[config.mk]
export PLATFORM = sky130hd
export DESIGN_NAME = imem_loader
export DESIGN_NICKNAME = d
export VERILOG_FILES = /design/src/rtl/imem_loader.sv
export SDC_FILE = /design/constraint.sdc
export NUM_CORES = 1
export LEC_CHECK = 0
export ABC_AREA = 1
export ABC_CLOCK_PERIOD_IN_PS = 3080
export BUFFER_PORTS_ARGS = -buffer_cell sky130_fd_sc_hd__buf_4
export CORE_UTILIZATION = 55
export CTS_CLUSTER_SIZE = 28
export DETAILED_ROUTE_END_ITERATION = 6
export PLACE_DENSITY = 0.78
export SETUP_SLACK_MARGIN = 0.02
export SLEW_MARGIN = 20
export SYNTH_ARGS = -nofsm -noshare
export SYNTH_HDL_FRONTEND = slang
export SYNTH_SLANG_ARGS = --single-unit
export TNS_END_PERCENT = 100
[constraint.sdc]
create_clock -name clk -period 3.08 [get_ports clk]
set_input_delay 0.77 -clock clk [delete_from_list [all_inputs] [get_ports clk]]
set_output_delay 0.77 -clock clk [all_outputs]
set_load 0.005 [all_outputs]
[src/rtl/imem_loader.sv]
// -----------------------------------------------------------------------------
// imem_loader
//
// UART boot loader for the instruction memory of the single-cycle RISC-V core.
// A framed byte stream (0xA5, N[7:0], N[15:8], then N little-endian 32-bit
// words) arrives on rx. Each complete word is written to instruction memory at
// the next sequential word address. The core is held in reset until the
// whole image has been consumed.
//
// Ports:
//   clk         system clock, single domain
//   reset       synchronous, active-high reset
//   rx          UART serial input (idle high, 8N1, LSB first), asynchronous
//   imem_we     one-cycle instruction-memory write strobe
//   imem_addr   word address of the write (holds between writes)
//   imem_wdata  instruction word of the write (holds between writes)
//   cpu_reset   high until the image is fully loaded
//   load_done   high once the image is fully loaded
//   frame_err   sticky, set on any bad stop bit
// -----------------------------------------------------------------------------
module imem_loader #(
   parameter int CLKS_PER_BIT = 868,
   parameter int ADDR_WIDTH   = 8
) (
   input  logic                  clk,
   input  logic                  reset,
   input  logic                  rx,
   output logic                  imem_we,
   output logic [ADDR_WIDTH-1:0] imem_addr,
   output logic [31:0]           imem_wdata,
   output logic                  cpu_reset,
   output logic                  load_done,
   output logic                  frame_err
);

   localparam int               CNT_W    = (CLKS_PER_BIT > 1) ? $clog2(CLKS_PER_BIT) : 1;
   localparam logic [CNT_W-1:0] CNT_BIT  = CNT_W'(CLKS_PER_BIT - 1);
   localparam logic [CNT_W-1:0] CNT_HALF = CNT_W'(CLKS_PER_BIT / 2 - 1);
   localparam logic [7:0]       SYNC_BYTE = 8'hA5;

   // ---------------------------------------------------------------------------
   // RX synchronizer and edge history
   // ---------------------------------------------------------------------------
   logic rx_meta;
   logic rx_sync;
   logic rx_prev;

   // NOTE: sequential state is assigned with <= only, so every flop samples
   // the pre-edge value of every other flop regardless of statement order.
   // The chain resets low rather than to the idle level: a line still held low
   // when reset drops then cannot look like a start edge, and a frame is only
   // recognised after a genuine high-to-low transition.
   always_ff @(posedge clk) begin
      if (reset) begin
         rx_meta <= 1'b0;
         rx_sync <= 1'b0;
         rx_prev <= 1'b0;
      end else begin
         rx_meta <= rx;
         rx_sync <= rx_meta;
         rx_prev <= rx_sync;
      end
   end

   // ---------------------------------------------------------------------------
   // UART receiver
   // ---------------------------------------------------------------------------
   typedef enum logic [1:0] {
      RX_IDLE,
      RX_START,
      RX_DATA,
      RX_STOP
   } rx_state_t;

   rx_state_t        rx_state, rx_state_d;
   logic [CNT_W-1:0] rx_cnt, rx_cnt_d;
   logic [2:0]       rx_bit, rx_bit_d;
   logic [7:0]       rx_shift, rx_shift_d;
   logic             byte_valid;
   logic             stop_err;

   always_ff @(posedge clk) begin
      if (reset) begin
         rx_state <= RX_IDLE;
         rx_cnt   <= '0;
         rx_bit   <= '0;
         rx_shift <= '0;
      end else begin
         rx_state <= rx_state_d;
         rx_cnt   <= rx_cnt_d;
         rx_bit   <= rx_bit_d;
         rx_shift <= rx_shift_d;
      end
   end

   // NOTE: every signal written here gets its hold/idle value first, so no
   // branch can leave one unassigned and infer a latch.
   always_comb begin
      rx_state_d = rx_state;
      rx_cnt_d   = rx_cnt;
      rx_bit_d   = rx_bit;
      rx_shift_d = rx_shift;
      byte_valid = 1'b0;
      stop_err   = 1'b0;
      unique case (rx_state)
         RX_IDLE: begin
            if (rx_prev && !rx_sync) begin
               rx_state_d = RX_START;
               rx_cnt_d   = '0;
            end
         end
         RX_START: begin
            // Mid-start-bit recheck; a line back high was only a glitch.
            if (rx_cnt == CNT_HALF) begin
               rx_cnt_d   = '0;
               rx_bit_d   = '0;
               rx_state_d = rx_sync ? RX_IDLE : RX_DATA;
            end else begin
               rx_cnt_d = rx_cnt + 1'b1;
            end
         end
         RX_DATA: begin
            if (rx_cnt == CNT_BIT) begin
               rx_cnt_d   = '0;
               rx_shift_d = {rx_sync, rx_shift[7:1]};
               rx_bit_d   = rx_bit + 3'd1;
               if (rx_bit == 3'd7) begin
                  rx_state_d = RX_STOP;
               end
            end else begin
               rx_cnt_d = rx_cnt + 1'b1;
            end
         end
         RX_STOP: begin
            if (rx_cnt == CNT_BIT) begin
               rx_cnt_d   = '0;
               rx_state_d = RX_IDLE;
               byte_valid = rx_sync;
               stop_err   = !rx_sync;
            end else begin
               rx_cnt_d = rx_cnt + 1'b1;
            end
         end
         default: rx_state_d = RX_IDLE;
      endcase
   end

   // ---------------------------------------------------------------------------
   // Protocol FSM and write port
   // ---------------------------------------------------------------------------
   typedef enum logic [2:0] {
      P_IDLE,
      P_LEN0,
      P_LEN1,
      P_DATA,
      P_FINISH,  // cycle carrying the last write; done follows one clock later
      P_DONE
   } p_state_t;

   p_state_t              p_state, p_state_d;
   logic [15:0]           len, len_d;
   logic [15:0]           word_idx, word_idx_d;
   logic [1:0]            byte_cnt, byte_cnt_d;
   logic [23:0]           asm_word, asm_word_d;
   logic                  imem_we_d;
   logic [ADDR_WIDTH-1:0] imem_addr_d;
   logic [31:0]           imem_wdata_d;
   logic                  frame_err_d;
   logic                  in_range;
   logic [15:0]           idx_inc;
   logic [15:0]           len_full;

   assign in_range = (word_idx >> ADDR_WIDTH) == 16'd0;
   assign idx_inc  = word_idx + 16'd1;
   assign len_full = {rx_shift, len[7:0]};

   always_ff @(posedge clk) begin
      if (reset) begin
         p_state    <= P_IDLE;
         len        <= '0;
         word_idx   <= '0;
         byte_cnt   <= '0;
         asm_word   <= '0;
         imem_we    <= 1'b0;
         imem_addr  <= '0;
         imem_wdata <= '0;
         frame_err  <= 1'b0;
      end else begin
         p_state    <= p_state_d;
         len        <= len_d;
         word_idx   <= word_idx_d;
         byte_cnt   <= byte_cnt_d;
         asm_word   <= asm_word_d;
         imem_we    <= imem_we_d;
         imem_addr  <= imem_addr_d;
         imem_wdata <= imem_wdata_d;
         frame_err  <= frame_err_d;
      end
   end

   always_comb begin
      p_state_d    = p_state;
      len_d        = len;
      word_idx_d   = word_idx;
      byte_cnt_d   = byte_cnt;
      asm_word_d   = asm_word;
      imem_we_d    = 1'b0;
      imem_addr_d  = imem_addr;
      imem_wdata_d = imem_wdata;
      frame_err_d  = frame_err | stop_err;
      unique case (p_state)
         P_IDLE: begin
            if (byte_valid && rx_shift == SYNC_BYTE) begin
               p_state_d = P_LEN0;
            end
         end
         P_LEN0: begin
            if (stop_err) begin
               p_state_d = P_IDLE;
            end else if (byte_valid) begin
               len_d     = {len[15:8], rx_shift};
               p_state_d = P_LEN1;
            end
         end
         P_LEN1: begin
            if (stop_err) begin
               p_state_d = P_IDLE;
            end else if (byte_valid) begin
               len_d = len_full;
               if (len_full == 16'd0) begin
                  p_state_d = P_DONE;
               end else begin
                  word_idx_d = '0;
                  byte_cnt_d = '0;
                  p_state_d  = P_DATA;
               end
            end
         end
         P_DATA: begin
            if (stop_err) begin
               p_state_d = P_IDLE;
            end else if (byte_valid) begin
               byte_cnt_d = byte_cnt + 2'd1;
               if (byte_cnt == 2'd3) begin
                  // Words past the memory are consumed but never written, so
                  // the address cannot wrap onto already-loaded words.
                  if (in_range) begin
                     imem_we_d    = 1'b1;
                     imem_addr_d  = word_idx[ADDR_WIDTH-1:0];
                     imem_wdata_d = {rx_shift, asm_word};
                  end
                  word_idx_d = idx_inc;
                  if (idx_inc == len) begin
                     p_state_d = P_FINISH;
                  end
               end else begin
                  asm_word_d = {rx_shift, asm_word[23:8]};
               end
            end
         end
         P_FINISH: p_state_d = P_DONE;
         P_DONE:   p_state_d = P_DONE;
         default:  p_state_d = P_IDLE;
      endcase
   end

   assign load_done = (p_state == P_DONE);
   assign cpu_reset = !load_done;

endmodule
==> metrics.md, run 1 <==
| Metric | Value |
|---|---|
| Fin nets | `832` |
| Remaining DRCs | `0` |
| Worst r2r path cells | `7` |
| ANT cells | `0` |
| Hold Crit Class | `flop to flop` |
| Mean routed wirelength per cell | `14.8 um` |
| Total CTS buffers | `17` |
| Largest net degree at the start of global routing | `58` |
| Post-synthesis sequential area ratio | `around 44%` |
| Worst Tran Pin Value | `roughly 0.87 ns` |
| Critical path class | `flop to flop` |
| Postcts setup bufs | `0` |
| Global-route wire length before repair | `~24000 um` |
| Max Buffers Root-to-Sink | `2` |
| RSZ-0062 raised after global routing | `false` |
| Avg Cell Area, Syn | `7.45 um2` |
| FF-to-FF Start | `byte_cnt[0]` |
| Setup WS pre-CTS | `~0.6 ns` |
| Relative slew slack | `a little over two fifths` |
| Fin Clk Skew | `0.00952 ns` |
| Initial antenna violation count | `0` |
| # clock sinks | `129` |
| Capturing point of the worst reg2reg path | `imem_wdata[6]` |
| Final Power | `4.04 mW` |
| Avg Vias per Cell | `5.62` |
| Leakage | `between 2 and 3 nW` |
| Achievable clock frequency | `between 0.3 and 0.4 GHz` |
| Synthesized area | `5840 um2` |
| EDFF count, synth | `0` |
| Resize count post-CTS | `0` |
| Layout cells sized above 1 | `15.0%` |
| Fin crit period | `2.56 ns` |
| Worst-Skew Late Latency | `0.52 ns` |
| Finished Cell Area | `6850 um2` |
| Total Routing Usage GR | `approximately 28%` |
| # port buffers | `46` |
| Die Y | `105 um` |
| Worst Hold Depth | `2` |
| Status | `finished, final reports clean` |
| TritonRoute pass-1 iters | `5` |
| CTS tree | `yes` |
| Netlist cell types | `38` |
| Hold Crit Start | `rx_meta` |
| Fin worst setup slack | `about 0.52 ns` |
| FF+latch count, synth | `129` |
| Non-filler instance count after layout | `around 970` |
| Htree depth | `4` |
| Die W | `105 um` |
| I/O pin count | `47` |
| Total of max-cap violations | `0` |
| Core Area | `10300 um2` |
| Final GP Congestion | `0.946` |
| Critical path arrival | `between 3 and 4 ns` |
| Final Hold Vio Count | `0` |
| # setup viols final | `0` |
| Drt total wl | `14400 um` |
| Setup TNS | `0 ns` |
| Via Count | `around 5.5k` |
| Layout Utilization | `between 60% and 70%` |
| Reg2Reg Setup Slack | `0.52 ns` |
| Crit share post-route | `about 83%` |
| Post-DRT Antenna Nets | `0` |
| Final-report max-slew violation count | `0` |
| Vias in the first global route | `5205` |
| Peak supply drop | `between 0.0003 and 0.0004 V` |
| CTS Hold Bufs | `0` |
| CP Max Fanout | `57` |
| Mapped Cells | `784` |
| DRT iter0 DRCs | `~370` |
| Async S/R FF share, synth | `0%` |
| GRT overflow | `0` |
| Inst Count DP | `940` |
| CP startpoint kind | `flop` |
| Setup crit end kind | `flop` |
| Clock slew at reported path FFs | `0.06 ns` |
| Critical Path RT | `3.53 ns` |
| Pwr/cell area | `590 nW/um2` |
| Syn. warnings | `0` |
| Post-synth net total | `a little under 800` |
| Die Footprint | `11000 um2` |
| Dpl cell area | `about 6300 um2` |
| End of the worst hold path | `rx_sync` |
| Layout area overhead | `17.2%` |
| Initial core utilization | `56.6%` |
| Hold Slack | `a little over 0.4 ns` |
| Row count | `37` |
| Ys flop type | `dfxtp_1` |
| Clock Tree Root | `clkbuf_8` |
| HPWL after DPL | `approximately 10000 um` |
==> cell type report <==
type,count,area (um2)
fill,859,3470
multi-input combinational,526,2760
sequential,129,2580
clock buffer,17,414
timing repair buffer,53,410
inverter,96,360
tap,136,170
clock inverter,15,148
==> state kept, by name (all words and copies together) (netlist names), 2 cells and up, named ones only <==
register / flops
asm_word: 24
byte_cnt: 2
imem_addr: 8
imem_wdata: 32
len: 16
p_state: 3
rx_bit: 3
rx_cnt: 10
rx_shift: 8
word_idx: 16
==> worst max-delay path, stage by stage, from the launching register on <==
cell and delay, ns:
dfxtp_1 0.35, ha_1 0.20, nor3b_1 0.37, nand4_1 0.26, nor4_4 0.35, buf_4 0.58
o21ai_0 0.22, nor2_1 0.13
==> per-layer routing <==
| layer | global-route usage [%] | vias up | wire (um) |
|---|---|---|---|
| met5 | 0 | - | 0 |
| met4 | 13.1 | 0 | 445 |
| met3 | 5.43 | 42 | 708 |
| met2 | 46.9 | 163 | 7020 |
| met1 | 33.6 | 2540 | 6200 |
| li1 | - | 2715 | - |
==> logic make-up (layout without fill, tap and decap cells) <==
| family | after synthesis | count (layout) | synth area share [%] |
|---|---|---|---|
| buffers and inverters | 129 | 181 | 8.56 |
| flip-flops | 129 | 129 | 44.2 |
| adder cells (fa/ha/maj) | 6 | 6 | 1.28 |
| XOR/XNOR | 2 | 2 | 0.535 |
| AND/OR/NAND/NOR | 315 | 315 | 23.3 |
| AO/OA/AOI/OAI | 203 | 203 | 22.1 |
==> cells in the final DEF, fill, tap and decap left out, types with 24 or more instances in the layout <==
cell / instances
inv_1: 91
nand4_1: 24
o21ai_0: 77
nand3_1: 42
a21oi_1: 75
nand2_1: 116
a211oi_2: 30
buf_4: 52
nor2_1: 110
dfxtp_1: 129
==> how the worst max path moves through the flow <==
stage	cells past startpoint	slack [ns]	start	end
5_1_grt	10	0.39	rx_cnt[0]	imem_wdata[11]
3_3_place_gp	7	0.62	byte_cnt[0]	imem_wdata[27]
2_1_floorplan	14	1.24	word_idx[1]	p_state[1]
6_report	7	0.52	byte_cnt[0]	imem_wdata[6]
4_1_cts	7	0.52	byte_cnt[1]	imem_wdata[6]
3_5_place_dp	7	0.62	byte_cnt[1]	imem_wdata[30]
==> where the power goes <==
part	switching (mW)	internal (mW)	total (mW)
registers	0.0456	1.70	1.74
logic	0.277	0.118	0.395
clock network	0.805	1.09	1.90
==> cells in the mapped netlist, types with 2 or more instances <==
library cell | n | area share [%]
nand2_1 | 116 | 7.5
ha_1 | 6 | 1.3
nand3b_1 | 3 | 0.39
buf_2 | 13 | 1.1
nand3_1 | 42 | 3.6
o22ai_1 | 2 | 0.21
inv_1 | 91 | 5.8
o31ai_1 | 2 | 0.26
nor2_1 | 111 | 7.1
nor3_1 | 12 | 1.0
inv_2 | 4 | 0.26
dfxtp_1 | 129 | 44
a211oi_2 | 30 | 6.4
a211oi_1 | 6 | 0.77
o21ai_0 | 77 | 6.6
a21oi_1 | 75 | 6.4
nand4_1 | 24 | 2.6
clkbuf_1 | 19 | 1.2
o211ai_1 | 3 | 0.39
Note: power is estimated with default switching activity, not from simulation.
==> run 2, diff against run 1 <==
--- a/config.mk
+++ b/config.mk
@@ -6,12 +6,12 @@
 export NUM_CORES = 1
 export LEC_CHECK = 0
 export ABC_AREA = 1
-export ABC_CLOCK_PERIOD_IN_PS = 3080
+export ABC_CLOCK_PERIOD_IN_PS = 2350
 export BUFFER_PORTS_ARGS = -buffer_cell sky130_fd_sc_hd__buf_4
-export CORE_UTILIZATION = 55
+export CORE_UTILIZATION = 54
 export CTS_CLUSTER_SIZE = 28
 export DETAILED_ROUTE_END_ITERATION = 6
-export PLACE_DENSITY = 0.78
+export PLACE_DENSITY = 0.8
 export SETUP_SLACK_MARGIN = 0.02
 export SLEW_MARGIN = 20
 export SYNTH_ARGS = -nofsm -noshare
==> constraint.sdc (replaced) <==
create_clock -name clk -period 2.35 [get_ports clk]
set_input_delay 0.5875 -clock clk [delete_from_list [all_inputs] [get_ports clk]]
set_output_delay 0.5875 -clock clk [all_outputs]
set_load 0.005 [all_outputs]
==> run 2 against run 1 <==
  * Critical path depth grew 4
  * Clock power grew 33%
  * Clock skew shrank 0.00057 ns
  * Sequential share of layout area shrank 1.2 points
  * Routed wire length grew 6.5%
  * Worst hold slack lost 0.14 ns
==> metrics.md, run 2 (synthesized netlist as in run 1, its figures left out) <==
| Metric | Value |
|---|---|
| Worst Hold Depth | `3` |
| Peak supply drop | `0.000519 V` |
| Row count | `37` |
| Relative slew slack | `54.1%` |
| Pwr/cell area | `approximately 760 nW/um2` |
| Setup TNS | `0 ns` |
| Highest metal layer with signal wires | `met4` |
| ANT cells | `0` |
| Core Area | `10400 um2` |
| Critical path arrival | `2.66 ns` |
| Die W | `about 110 um` |
| Final-report max-slew violation count | `0` |
| Total CTS buffers | `17` |
| Crit share post-route | `93.5%` |
| Final Power | `5.38 mW` |
| Fin crit period | `~2.2 ns` |
| Setup crit end kind | `flop` |
| DRT iter0 DRCs | `between 300 and 400` |
| Fin nets | `between 800 and 900` |
| Leakage | `2.80 nW` |
| Worst r2r path cells | `11` |
| Drt total wl | `15300 um` |
| TritonRoute pass-1 iters | `6` |
| # setup viols final | `0` |
| Setup WS pre-CTS | `between 0.03 and 0.04 ns` |
| FF-to-FF Start | `rx_cnt[0]` |
| Mean routed wirelength per cell | `15.5 um` |
| # port buffers | `46` |
| End of the worst hold path | `rx_meta` |
| Max reg flops | `32` |
| Remaining DRCs | `0` |
| Met2 Routed Length | `7390 um` |
| Capturing point of the worst reg2reg path | `imem_wdata[0]` |
| Clock slew at reported path FFs | `0.06 ns` |
| I/O pin count | `47` |
| Via Count | `5544` |
| Worst Tran Pin Value | `0.683 ns` |
| CP Max Fanout | `29` |
| Fin Clk Skew | `around 0.009 ns` |
| Hold Crit Class | `input pin to flop` |
| Commonest cells after routing, fill and taps aside | `126 x dfxtp_1, 113 x nand2_1, 110 x nor2_1` |
| Critical Path RT | `between 2 and 3 ns` |
| Achievable clock frequency | `0.455 GHz` |
| CTS tree | `yes` |
| Fin worst setup slack | `between 0.15 and 0.2 ns` |
| WL met1 | `6780 um` |
| Total of max-cap violations | `0` |
| Worst-Skew Late Latency | `around 0.52 ns` |
| Largest registers | `imem_wdata: 32 flops, asm_word: 24 flops` |
| Die Footprint | `around 11000 um2` |
| Largest Register | `imem_wdata` |
| Avg Vias per Cell | `roughly 5.6` |
| Finished Cell Area | `around 7100 um2` |
| GRT overflow | `0` |
| Layout cells sized above 1 | `about 18%` |
| CP startpoint | `rx_cnt[0]` |
| Wire length on met3 | `819 um` |
| Clock Tree Root | `clkbuf_8` |
| Fillcell total | `about 850` |
| Max Buffers Root-to-Sink | `2` |
| Total Routing Usage GR | `28.4%` |
| Initial antenna violation count | `0` |
| HPWL after DPL | `10100 um` |
| Critical path class | `flop to flop` |
| Final GP Congestion | `0.990` |
| Dpl cell area | `6410 um2` |
| Global-route wire length before repair | `25300 um` |
| CP startpoint kind | `flop` |
| Final Hold Vio Count | `0` |
| Vias in the first global route | `~5.3k` |
| Post-DRT Antenna Nets | `0` |
| Reg2Reg Setup Slack | `about 0.15 ns` |
| Status | `finished, final reports clean` |
| Layout Utilization | `about two thirds` |
| Die Y | `106 um` |
| Most common cell after layout, fill and taps aside | `dfxtp_1` |
| Hold Crit Start | `rx` |
| Largest net degree at the start of global routing | `63` |
| Htree depth | `4` |
| RSZ-0062 raised after global routing | `true` |
| Initial core utilization | `56.1%` |
| # clock sinks | `about 130` |
| Layout area overhead | `21.2%` |
## run 2: per-stage QoR
| stage | std cells | hold WS (ns) |
|---|---|---|
| final | 990 | 0.270 |
| after global placement | 952 | 0.397 |
| after detailed placement | 952 | 0.404 |
| after global routing | 990 | 0.302 |
| after floorplan | 784 | 0.388 |
| after CTS | 984 | 0.262 |
## run 2: critical path, stage by stage, from the launching register on
cell	delay [ns]
dfxtp_2	0.36
ha_2	0.23
nand3_1	0.08
nor3_1	0.18
nand3_2	0.16
inv_2	0.09
nand2_1	0.10
nor4_4	0.25
buf_4	0.19
buf_8	0.26
o21ai_0	0.13
nor2_1	0.10
## run 2: area by class of cell
| type | count | area (um2) | area share (%) |
|---|---|---|---|
| repair buffers | 71 | 596 | 8.41 |
| well taps | 136 | 170 | 2.40 |
| multi-input cells | 526 | 2790 | 39.5 |
| flip-flops and latches | 129 | 2590 | 36.5 |
| clock buffers | 22 | 473 | 6.68 |
| clock inverters | 10 | 103 | 1.45 |
| inverters | 96 | 360 | 5.09 |
## run 2: where the power goes
part / total, mW / internal (mW) / switching (mW)
registers: 2.29 / 2.23 / 0.0577
clock network: 2.52 / 1.52 / 0.997
logic: 0.568 / 0.183 / 0.384
total: 5.38 / 3.94 / 1.44
## run 2: worst max path at each step
stage / cells past startpoint / slack [ns] / endpoint
after floorplan: 14 / 0.51 / p_state[1]
after global placement: 14 / 0.12 / p_state[0]
after detailed placement: 14 / 0.03 / p_state[0]
after CTS: 14 / 0.02 / p_state[0]
after global routing: 11 / -0.03 / imem_wdata[31]
final: 11 / 0.15 / imem_wdata[0]
## run 2: metal layers
metal  vias to the layer above  GRT usage, %
li1                       2741             -
met1                      2588          35.7
met4                         0          10.9
met5                         -             0
met2                       189          47.4
met3                        26          6.56
## run 2: what timing repair did
item | CTS | global route
hold buffers | 0 | 0
endpoints found under the setup margin | 0 | 52
setup buffers | 0 | 5
resized for setup | 0 | 14
